$ cat src/rtl/reset_sequencer.sv
// Multi-source reset generator: a request edge restarts a held reset, then stages release in order.
// Optional macro RESET_SEQ_CAUSE_EN records which request bits caused the last restart.
module reset_sequencer #(
    parameter int unsigned NUM_SOURCES      = 2,
    parameter int unsigned NUM_STAGES       = 2,
    parameter int unsigned HOLD_CYCLES      = 128,
    parameter int unsigned STAGE_GAP_CYCLES = 16
) (
    input  logic                   clk_ext,
    input  logic                   reset,
    input  logic [NUM_SOURCES-1:0] req,
    output logic [NUM_STAGES-1:0]  rstn_stage,
    output logic                   busy,
    output logic [NUM_SOURCES-1:0] cause
);

    localparam int unsigned HOLD_W = $clog2((HOLD_CYCLES > 2) ? HOLD_CYCLES : 2);
    localparam int unsigned GAP_W  = $clog2((STAGE_GAP_CYCLES > 2) ? STAGE_GAP_CYCLES : 2);
    localparam int unsigned IDX_W  = $clog2((NUM_STAGES > 2) ? NUM_STAGES : 2);
    localparam int unsigned ST_W   = NUM_STAGES;

    localparam logic [HOLD_W-1:0] HOLD_LOAD = HOLD_W'(HOLD_CYCLES - 1);
    localparam logic [GAP_W-1:0]  GAP_LOAD  = GAP_W'(STAGE_GAP_CYCLES - 1);
    localparam logic [IDX_W-1:0]  LAST_IDX  = IDX_W'(NUM_STAGES - 1);

    typedef enum logic [1:0] {
        HOLD    = 2'd0,
        RELEASE = 2'd1,
        IDLE    = 2'd2
    } state_t;

    state_t                 state, state_n;
    logic [HOLD_W-1:0]      hold_cnt, hold_cnt_n;
    logic [GAP_W-1:0]       gap_cnt, gap_cnt_n;
    logic [IDX_W-1:0]       stage_idx, stage_idx_n;
    logic [NUM_STAGES-1:0]  rstn_n;
    logic                   busy_n;
    logic [NUM_SOURCES-1:0] req_d;
    logic [NUM_SOURCES-1:0] trig;

    assign trig = req & ~req_d;

    always_ff @(posedge clk_ext or posedge reset) begin
        if (reset) begin
            state      <= HOLD;
            hold_cnt   <= HOLD_LOAD;
            gap_cnt    <= '0;
            stage_idx  <= '0;
            rstn_stage <= '0;
            busy       <= 1'b1;
            req_d      <= '0;
        end else begin
            state      <= state_n;
            hold_cnt   <= hold_cnt_n;
            gap_cnt    <= gap_cnt_n;
            stage_idx  <= stage_idx_n;
            rstn_stage <= rstn_n;
            busy       <= busy_n;
            req_d      <= req;
        end
    end

    // A trigger overrides every state, including a release due on the same edge.
    always_comb begin
        state_n     = state;
        hold_cnt_n  = hold_cnt;
        gap_cnt_n   = gap_cnt;
        stage_idx_n = stage_idx;
        rstn_n      = rstn_stage;
        busy_n      = busy;

        if (|trig) begin
            state_n     = HOLD;
            hold_cnt_n  = HOLD_LOAD;
            gap_cnt_n   = '0;
            stage_idx_n = '0;
            rstn_n      = '0;
            busy_n      = 1'b1;
        end else begin
            case (state)
                HOLD: begin
                    busy_n = 1'b1;
                    if (hold_cnt != '0) begin
                        hold_cnt_n = hold_cnt - HOLD_W'(1);
                    end else if (~|req) begin
                        rstn_n[0] = 1'b1;
                        if (NUM_STAGES == 1) begin
                            state_n = IDLE;
                            busy_n  = 1'b0;
                        end else begin
                            state_n     = RELEASE;
                            stage_idx_n = IDX_W'(1);
                            gap_cnt_n   = GAP_LOAD;
                        end
                    end
                end
                RELEASE: begin
                    busy_n = 1'b1;
                    if (gap_cnt != '0) begin
                        gap_cnt_n = gap_cnt - GAP_W'(1);
                    end else begin
                        rstn_n = rstn_stage | (ST_W'(1) << stage_idx);
                        if (stage_idx == LAST_IDX) begin
                            state_n = IDLE;
                            busy_n  = 1'b0;
                        end else begin
                            stage_idx_n = stage_idx + IDX_W'(1);
                            gap_cnt_n   = GAP_LOAD;
                        end
                    end
                end
                IDLE: begin
                    rstn_n = '1;
                    busy_n = 1'b0;
                end
                default: begin
                    state_n = HOLD;
                end
            endcase
        end
    end

`ifdef RESET_SEQ_CAUSE_EN
    // Cause survives the sequence so software can read why the last restart happened.
    always_ff @(posedge clk_ext or posedge reset) begin
        if (reset) begin
            cause <= '0;
        end else if (|trig) begin
            cause <= trig;
        end
    end
`else
    assign cause = '0;
`endif

endmodule

$ cat config.mk
export PLATFORM = sky130hd
export DESIGN_NAME = reset_sequencer
export DESIGN_NICKNAME = d
export VERILOG_FILES = /design/src/rtl/reset_sequencer.sv
export SDC_FILE = /design/constraint.sdc
export NUM_CORES = 1
export LEC_CHECK = 0
export ABC_AREA = 1
export CAP_MARGIN = 20
export CORE_AREA = 5 5 52 54
export DETAILED_ROUTE_END_ITERATION = 12
export DIE_AREA = 0 0 57 59
export MAX_ROUTING_LAYER = met4
export PLACE_DENSITY = 0.76
export RECOVER_POWER = 50
export SKIP_CTS_REPAIR_TIMING = 1
export SYNTH_ARGS = -nofsm -noshare
export SYNTH_HDL_FRONTEND = slang
export SYNTH_SLANG_ARGS = --single-unit
$ cat constraint.sdc
create_clock -name clk_ext -period 1.57 [get_ports clk_ext]
set_input_delay 0.314 -clock clk_ext [delete_from_list [all_inputs] [get_ports clk_ext]]
set_output_delay 0.314 -clock clk_ext [all_outputs]
set_load 0.01 [all_outputs]
* Word level (Yosys, flattened, before mapping)
Index checks and enable logic that the tools add are counted.
** Cells by class
- Reduce and logical (&&, ||, !) cells :: 16
- Shifts and indexed selects :: 1
- Bitwise operators :: 3
- Equal/unequal tests :: 8
- Add/sub/neg operators :: 3
- Multiplexer cells :: 29
** Operator list (number)
- $mux W7 :: 3
- $mux W4 :: 5
- $mux W2 :: 7
- $ne A3 B3 Y1 const B :: 4
- $reduce_and A4 Y1 :: 3
- $mux W1 :: 8
- $pmux W4 S2 :: 1
- $reduce_bool A4 Y1 :: 2
- $reduce_bool A7 Y1 :: 1
- $sub A7 B1 Y7 const B :: 1
- $pmux W1 S3 :: 2
- $pmux W2 S3 :: 1
- $reduce_bool A3 Y1 :: 2
- $reduce_and A5 Y1 :: 1
- $ne A4 B4 Y1 const B :: 1
- $pmux W1 S2 :: 2
- $reduce_and A2 Y1 :: 2
- $reduce_bool A2 Y1 :: 2
- $reduce_or A2 Y1 :: 2
- $sub A4 B1 Y4 const B :: 1
- $and A2 B2 Y2 :: 1
- $eq A2 B1 Y1 const B :: 1
- $eq A2 B2 Y1 const B :: 1
- $logic_not A2 Y1 :: 1
- other kinds (5) :: 5
** Word-level totals
- Word-level logic and storage cells :: 68
- Flip-flop bits (word level) :: 19
- Output and inout port bits :: 5

* Longest topological paths before layout
Gate-level depths: netlist of the first run.
- Depth after elaboration :: 5
- Depth in mapped cells :: 10
- Depth with buffers taken out :: 10

* Least setup slack after synthesis of the first run
No wires, ideal clock.
- Path kind :: register to register
- From :: register gap_cnt[0]
- To :: register gap_cnt[3]
- Cell stages (with the launch flop) :: 10
- Setup slack :: 211 ps
- Arrival :: 1242 ps
- Cell sequence :: dfrtp_1 inv_1 ha_1 nand3_1 nor2_2 nand2_1 nand2_1 nor2_1 nand2_1 nand2_1
** Between the ends
- Cells in the longest elaborated chain, start to end :: 4
** Ends and longest elaborated chain
- from (decl) :: RTL line 34 : logic [GAP_W-1:0] gap_cnt, gap_cnt_n;
- from (signal assigned) :: RTL line 55 : gap_cnt <= gap_cnt_n;
- $sub A4 B1 Y4 or $reduce_bool A4 Y1 (tied branches) :: RTL line 100, 99
- $mux W4 :: RTL line 99 : if (gap_cnt != '0) begin
- $pmux W4 S2 :: RTL line 80 : case (state)
- $mux W4 :: RTL line 72 : if (|trig) begin
Several ways; a longest one is shown, not always the timed one.
A chain may end at the register's enable or synchronous reset.

* Final worst setup path of the first run
- From :: register gap_cnt[0]
- To :: register gap_cnt[0]
The elaborated chain is that of the path after synthesis.

==> results.py, run 1 <==
metrics = {
    "worst_setup_path": {
        "crit_type": "reg2reg",
        "rr_worst_depth": 9,
        "critPathLaunchType": "flop",
        "cp_data_arrival_time_ns": 1.66,
        "rr_endpoint": "gap_cnt[0]",
        "critPathMaxFanout": 4,
        "end_kind": "flop",
        "required_ns": 1.76,
        "rrSetupSlack_ns": 0.10,
        "r2r-start": "gap_cnt[0]",
    },
    "layout": {
        "utilization_pct": 64.24,
        "n_antenna_cell": 0,
        "post-route-cell-area_um2": 1394,
        "num-fill-cells": 199,
        "num-nets-final": 184,
        "stdcell_count": 204,
        "drive_gt1_share_pct": 25.57,
        "areaGrowthSynthToFinish_pct": 16.89,
    },
    "yosys": {
        "synth_area_um2": 1192,
        "synth_cell_types": 26,
        "yosys.area.top_type_share_pct": 23.08,
        "yosysWarnings": 0,
        "ys_seq_area_share_pct": 40.71,
        "synth_seq_cells": 19,
        "yosys_most_used_dff": "dfrtp_1",
        "synth-edff-count": 0,
        "netlist_instances": 158,
        "synth_common_cells": "39 x nand2_1, 18 x inv_1, 17 x nor2_1",
        "synthMostInstantiatedCell": "nand2_1",
        "async_flop_share_pct": 100.0,
        "ys_top_cells_by_area": "dfrtp_1 23%, dfstp_2 18%, nand2_1 12%",
        "yosysTopAreaCell": "dfrtp_1",
        "avgSynthCellArea_um2": 7.547,
    },
    "pwr": {
        "p_switching_mw": 0.3088,
        "p_per_area_nw_per_um2": 743.5,
        "swShare_pct": 29.80,
        "seq_power_share_pct": 55.1,
        "combPwrFrac_pct": 21.0,
        "p_leak_nw": 0.7179,
        "p_int_mw": 0.7275,
        "peakVddDrop_mv": 0.5721,
        "clkPwrFrac_pct": 23.8,
        "finalPower_mw": 1.036,
    },
    "clock_tree": {
        "clk_pin_slew_ns": 0.11,
        "clock_latency_ns": 0.30,
        "clockBufferDepth": 2,
        "cts-htree-levels": 1,
        "cts_tree": "done",
        "cts_root_buf": "clkbuf_4",
        "cts_made_buffers": 3,
        "cts.sinks": 19,
    },
    "global_route": {
        "grt_overflow": 0,
        "grt_pass1_wl_mm": 4.209,
        "grt_start_max_net_pins": 20,
        "grt_antenna_before_repair": 0,
        "grt_pass1_vias": 998,
        "grtUsageTotal_pct": 16.33,
    },
    "floorplan": {
        "die_w_um": 57,
        "dieHeight_um": 59,
        "pin_count": 9,
        "die_area_um2": 3363,
        "initial_core_util_pct": 54.96,
        "num_rows": 17,
        "core_area_um2": 2170,
    },
    "placed_design": {
        "io_buffers": 6,
        "dp_cells": 197,
        "dp_hpwl_mm": 1.798,
        "place_ws_ns": -0.06553,
        "placedInstanceArea_um2": 1326,
        "globalplace.congestion": 0.8865,
    },
    "timing": {
        "hold_viol_final": 0,
        "final_max_slew_viol_count": 0,
        "layout_min_cycle_time_ns": 1.466,
        "finalSetupViolations": 0,
        "worstMarginPinSlew_ns": 1.007,
        "period_share_pct": 93.36,
        "clock_skew_ns": 0.009211,
        "relSlewSlack_pct": 32.90,
        "fmax_mhz": 682.3,
        "layout_setup_ws_ns": 0.1043,
    },
    "flow_run": {
        "maxCapViolations": 0,
    },
    "route": {
        "drt_iter0_drc": 42,
        "drc": 0,
        "firstDrtPassIters": 4,
        "routedWlPerCell_um": 12.20,
        "routed-via-count": 1061,
        "via_per_inst": 5.201,
        "wl_mm": 2.488,
        "ant_nets": 0,
    },
    "hold_path": {
        "holdPathStages": 2,
        "min_to": "busy",
        "min-delay-start": "busy",
        "min_path_type": "reg2reg",
    },
    "status": {
        "status": "finished clean",
    },
}
[metal layers]
metal  GRT usage, %  wire (um)  share of wire [%]
met5              -          0                  0
met4          4.967         25                1.0
met3          4.139        146                5.9
met2          26.10       1184                 48
met1          20.43       1132                 45
[power by group through the flow]
stage               Sequential [mW]  Clock, mW  Combinational (mW)
finish                        0.571      0.247               0.218
global route                  0.577      0.284               0.247
CTS                           0.571      0.257               0.208
detailed placement            0.580          0               0.206
global placement              0.579          0               0.200
floorplan                     0.574          0               0.142
[cell families after synthesis]
kind of cell               Yosys count  synth area share (%)
other                                1                0.3145
AOI/OAI and AO/OA                   16                 8.290
xor gates and xnor gates             1                0.7347
and+or+nand+nor                     92                 37.77
DFF                                 19                 40.71
adders and majority gates            3                 3.148
buffers and inverters               26                 9.023
[cell type report]
| cell class | instances | area [um^2] | area share [%] |
|---|---|---|---|
| clock buffer | 4 | 26.28 | 1.885 |
| tap | 28 | 35.03 | 2.513 |
| sequential | 19 | 485.5 | 34.83 |
| inverter | 22 | 82.58 | 5.925 |
| multi-input combinational | 114 | 618.1 | 44.34 |
| timing repair buffer | 17 | 146.4 | 10.50 |
[placed cells by master (no fill, tap or decap), types with 5 or more instances in the layout]
cell / n
nand4_1: 6
o21ai_0: 6
nand2_1: 39
nand3_1: 12
nor2_1: 16
dfstp_2: 8
nor2_2: 5
buf_4: 10
inv_1: 18
nand3_2: 5
dfrtp_1: 11
[state kept, by name, indices dropped and copies added, names as in the netlist]
name and cells:
req_d 2, busy 1, state 2, rstn_stage 2, gap_cnt 4, stage_idx 1, hold_cnt 7
[through the flow]
step,setup TNS [ns],hold slack [ns]
2_1_floorplan,0,0.2592
3_3_place_gp,-0.08682,0.4625
3_5_place_dp,-0.3690,0.4649
4_1_cts,-0.1297,0.3226
5_1_grt,-0.01519,0.4967
6_report,0,0.4786
[how the worst max path moves through the flow]
stage | endpoint | cells past startpoint | slack, ns | startpoint
2_1_floorplan | gap_cnt[3] | 9 | 0.21 | gap_cnt[0]
3_3_place_gp | stage_idx | 7 | -0.03 | req[1]
3_5_place_dp | rstn_stage[0] | 7 | -0.07 | req[1]
4_1_cts | busy | 1 | -0.13 | busy
5_1_grt | rstn_stage[0] | 8 | -0.02 | gap_cnt[0]
6_report | gap_cnt[0] | 9 | 0.10 | gap_cnt[0]
[critical path: stages (launching register included)]
cell     delay, ns
dfrtp_1       0.39
inv_1         0.09
ha_2          0.21
nand3_2       0.11
nor2_4        0.05
buf_4         0.14
o21ai_4       0.20
nand2_4       0.08
nand2_1       0.06
nand2_1       0.05
Note: power is estimated with default switching activity, not from simulation.
==> run 2, diff against run 1 <==
CORE_AREA = 5 5 51 53   (was 5 5 52 54)
CTS_CLUSTER_SIZE = 30   (was not set)
DIE_AREA = 0 0 56 58   (was 0 0 57 59)
DONT_BUFFER_PORTS = 1   (was not set)
PLACE_DENSITY = 0.73   (was 0.76)
==> results.py, run 2 (synthesis results as in run 1) <==
metrics = {
    "global_route": {
        "use_met2_pct": 29.55,
        "grtUsageTotal_pct": 16.92,
        "grt_busiest_layer": "met2",
        "grt_pass1_vias": 975,
        "grt_overflow": 0,
        "gr-usage-met1_pct": 18.62,
        "gr-usage-met3_pct": 2.673,
        "grt_antenna_before_repair": 0,
        "grt_start_max_net_pins": 20,
        "grt_pass1_wl_mm": 4.243,
    },
    "route": {
        "ant_nets": 0,
        "routedWlPerCell_um": 12.71,
        "routed-via-count": 1030,
        "drc": 0,
        "via_per_inst": 5.393,
        "drt_iter0_drc": 31,
        "wl_mm": 2.427,
        "firstDrtPassIters": 4,
    },
    "clock_tree": {
        "cts-htree-levels": 1,
        "cts_root_buf": "clkbuf_4",
        "clock_latency_ns": 0.30,
        "cts_made_buffers": 3,
        "clockBufferDepth": 2,
        "cts.sinks": 19,
        "clk_pin_slew_ns": 0.11,
        "cts_tree": "done",
    },
    "timing": {
        "layout_min_cycle_time_ns": 1.456,
        "fmax_mhz": 686.8,
        "layout_setup_ws_ns": 0.1139,
        "tns_ns": 0,
        "clock_skew_ns": 0.003769,
        "final_max_slew_viol_count": 0,
        "finalSetupViolations": 0,
        "hold_viol_final": 0,
        "period_share_pct": 92.75,
        "holdWs_ns": 0.03005,
    },
    "layout": {
        "drive_gt1_share_pct": 23.93,
        "final-seq-area_um2": 485.5,
        "final_common_cell": "nand2_1",
        "largest-register": "hold_cnt",
        "multiInputGateArea_um2": 615.6,
        "num-fill-cells": 193,
        "n_antenna_cell": 0,
        "post-route-cell-area_um2": 1276,
        "final_cell_mix": "38 x nand2_1, 17 x inv_1, 16 x nor2_1",
        "num-nets-final": 171,
        "areaGrowthSynthToFinish_pct": 7.030,
        "largest_register_ffs": 7,
        "reg.largest.list": "hold_cnt (7), gap_cnt (4)",
    },
    "worst_setup_path": {
        "r2r-start": "hold_cnt[0]",
        "crit_path_max_incr_delay_ns": 0.39,
        "path_buf_inv": 3,
        "rr_worst_depth": 9,
        "end_kind": "flop",
        "cp_cell_sequence": "inv_2 -> ha_1 -> inv_1 -> nor2_1 -> nand3_2 -> a21oi_4 -> inv_2 -> o21ai_1 -> nand2_1",
        "critPathSlowestCell": "dfstp_2",
        "cp_data_arrival_time_ns": 1.69,
        "required_ns": 1.81,
        "critPathMaxFanout": 6,
        "crit_type": "reg2reg",
        "rr_endpoint": "hold_cnt[4]",
        "crit_top_cell": "inv_2",
        "cp-endpoint": "hold_cnt[4]",
        "crit_start": "hold_cnt[0]",
        "rrSetupSlack_ns": 0.11,
        "critPathLaunchType": "flop",
        "path_delay_family": "flip-flops",
        "cp.depth": 9,
    },
    "placed_design": {
        "place_ws_ns": 0.06314,
        "io_buffers": 0,
        "dp_hpwl_mm": 1.818,
        "placedInstanceArea_um2": 1229,
        "globalplace.congestion": 0.9220,
    },
    "pwr": {
        "p_leak_nw": 0.6343,
        "swShare_pct": 30.70,
        "p_switching_mw": 0.3085,
        "p_per_area_nw_per_um2": 787.3,
        "seq_power_share_pct": 57.2,
        "peakVddDrop_mv": 0.5026,
        "combPwrFrac_pct": 17.7,
        "clkPwrFrac_pct": 25.1,
        "finalPower_mw": 1.005,
        "p_int_mw": 0.6963,
    },
    "floorplan": {
        "num_rows": 17,
        "pin_count": 9,
        "die_area_um2": 3248,
        "die_w_um": 56,
        "dieHeight_um": 58,
        "initial_core_util_pct": 56.63,
        "core_area_um2": 2106,
    },
    "flow_run": {
        "maxCapViolations": 0,
    },
    "hold_path": {
        "min_path_type": "in2reg",
    },
    "status": {
        "status": "finished clean",
    },
}
run 2: how the worst min path moves through the flow:
stage	startpoint	end	slack, ns	depth (start not counted)
after floorplan	reset	gap_cnt[0]	0.26	1
after global placement	reset	gap_cnt[2]	0.24	2
after detailed placement	reset	req_d[1]	0.25	2
after CTS	reset	req_d[1]	-0.09	2
after global routing	req[1]	req_d[1]	0.001	0
final	req[0]	req_d[0]	0.03	0
run 2: layout make-up:
class	count	share of cell area, %
Inverter	22	6.471
Timing Repair Buffer	4	2.353
Clock inverter	1	0.3922
Tap cell	28	2.745
Multi-Input combinational cell	114	48.24
Sequential cell	19	38.04
Clock buffer	3	1.765
run 2: power by group through the flow:
stage	Clock [mW]	Sequential [mW]	Combinational, mW
6_report	0.252	0.575	0.178
5_1_grt	0.283	0.581	0.206
4_1_cts	0.266	0.575	0.177
3_5_place_dp	0	0.583	0.178
3_3_place_gp	0	0.582	0.169
2_1_floorplan	0	0.574	0.142
run 2: per-layer routing:
metal	part of all wire, %	vias up	wire (um)
li1	-	511	-
met1	44	494	1068
met2	51	23	1234
met3	4.1	2	100
met4	0.99	0	24
met5	0	-	0
run 2: metrics by stage:
stage	util, %	instances
after floorplan	-	159
final	60.61	191
after detailed placement	58.35	186
after global placement	58.35	186
after CTS	59.66	190
after global routing	60.61	191
==> run 3, diff against run 2 <==
TNS_END_PERCENT = 5   (was not set)
==> results of run 3 <==
The final DEF is identical to that of run 2; final timing and power are the same.
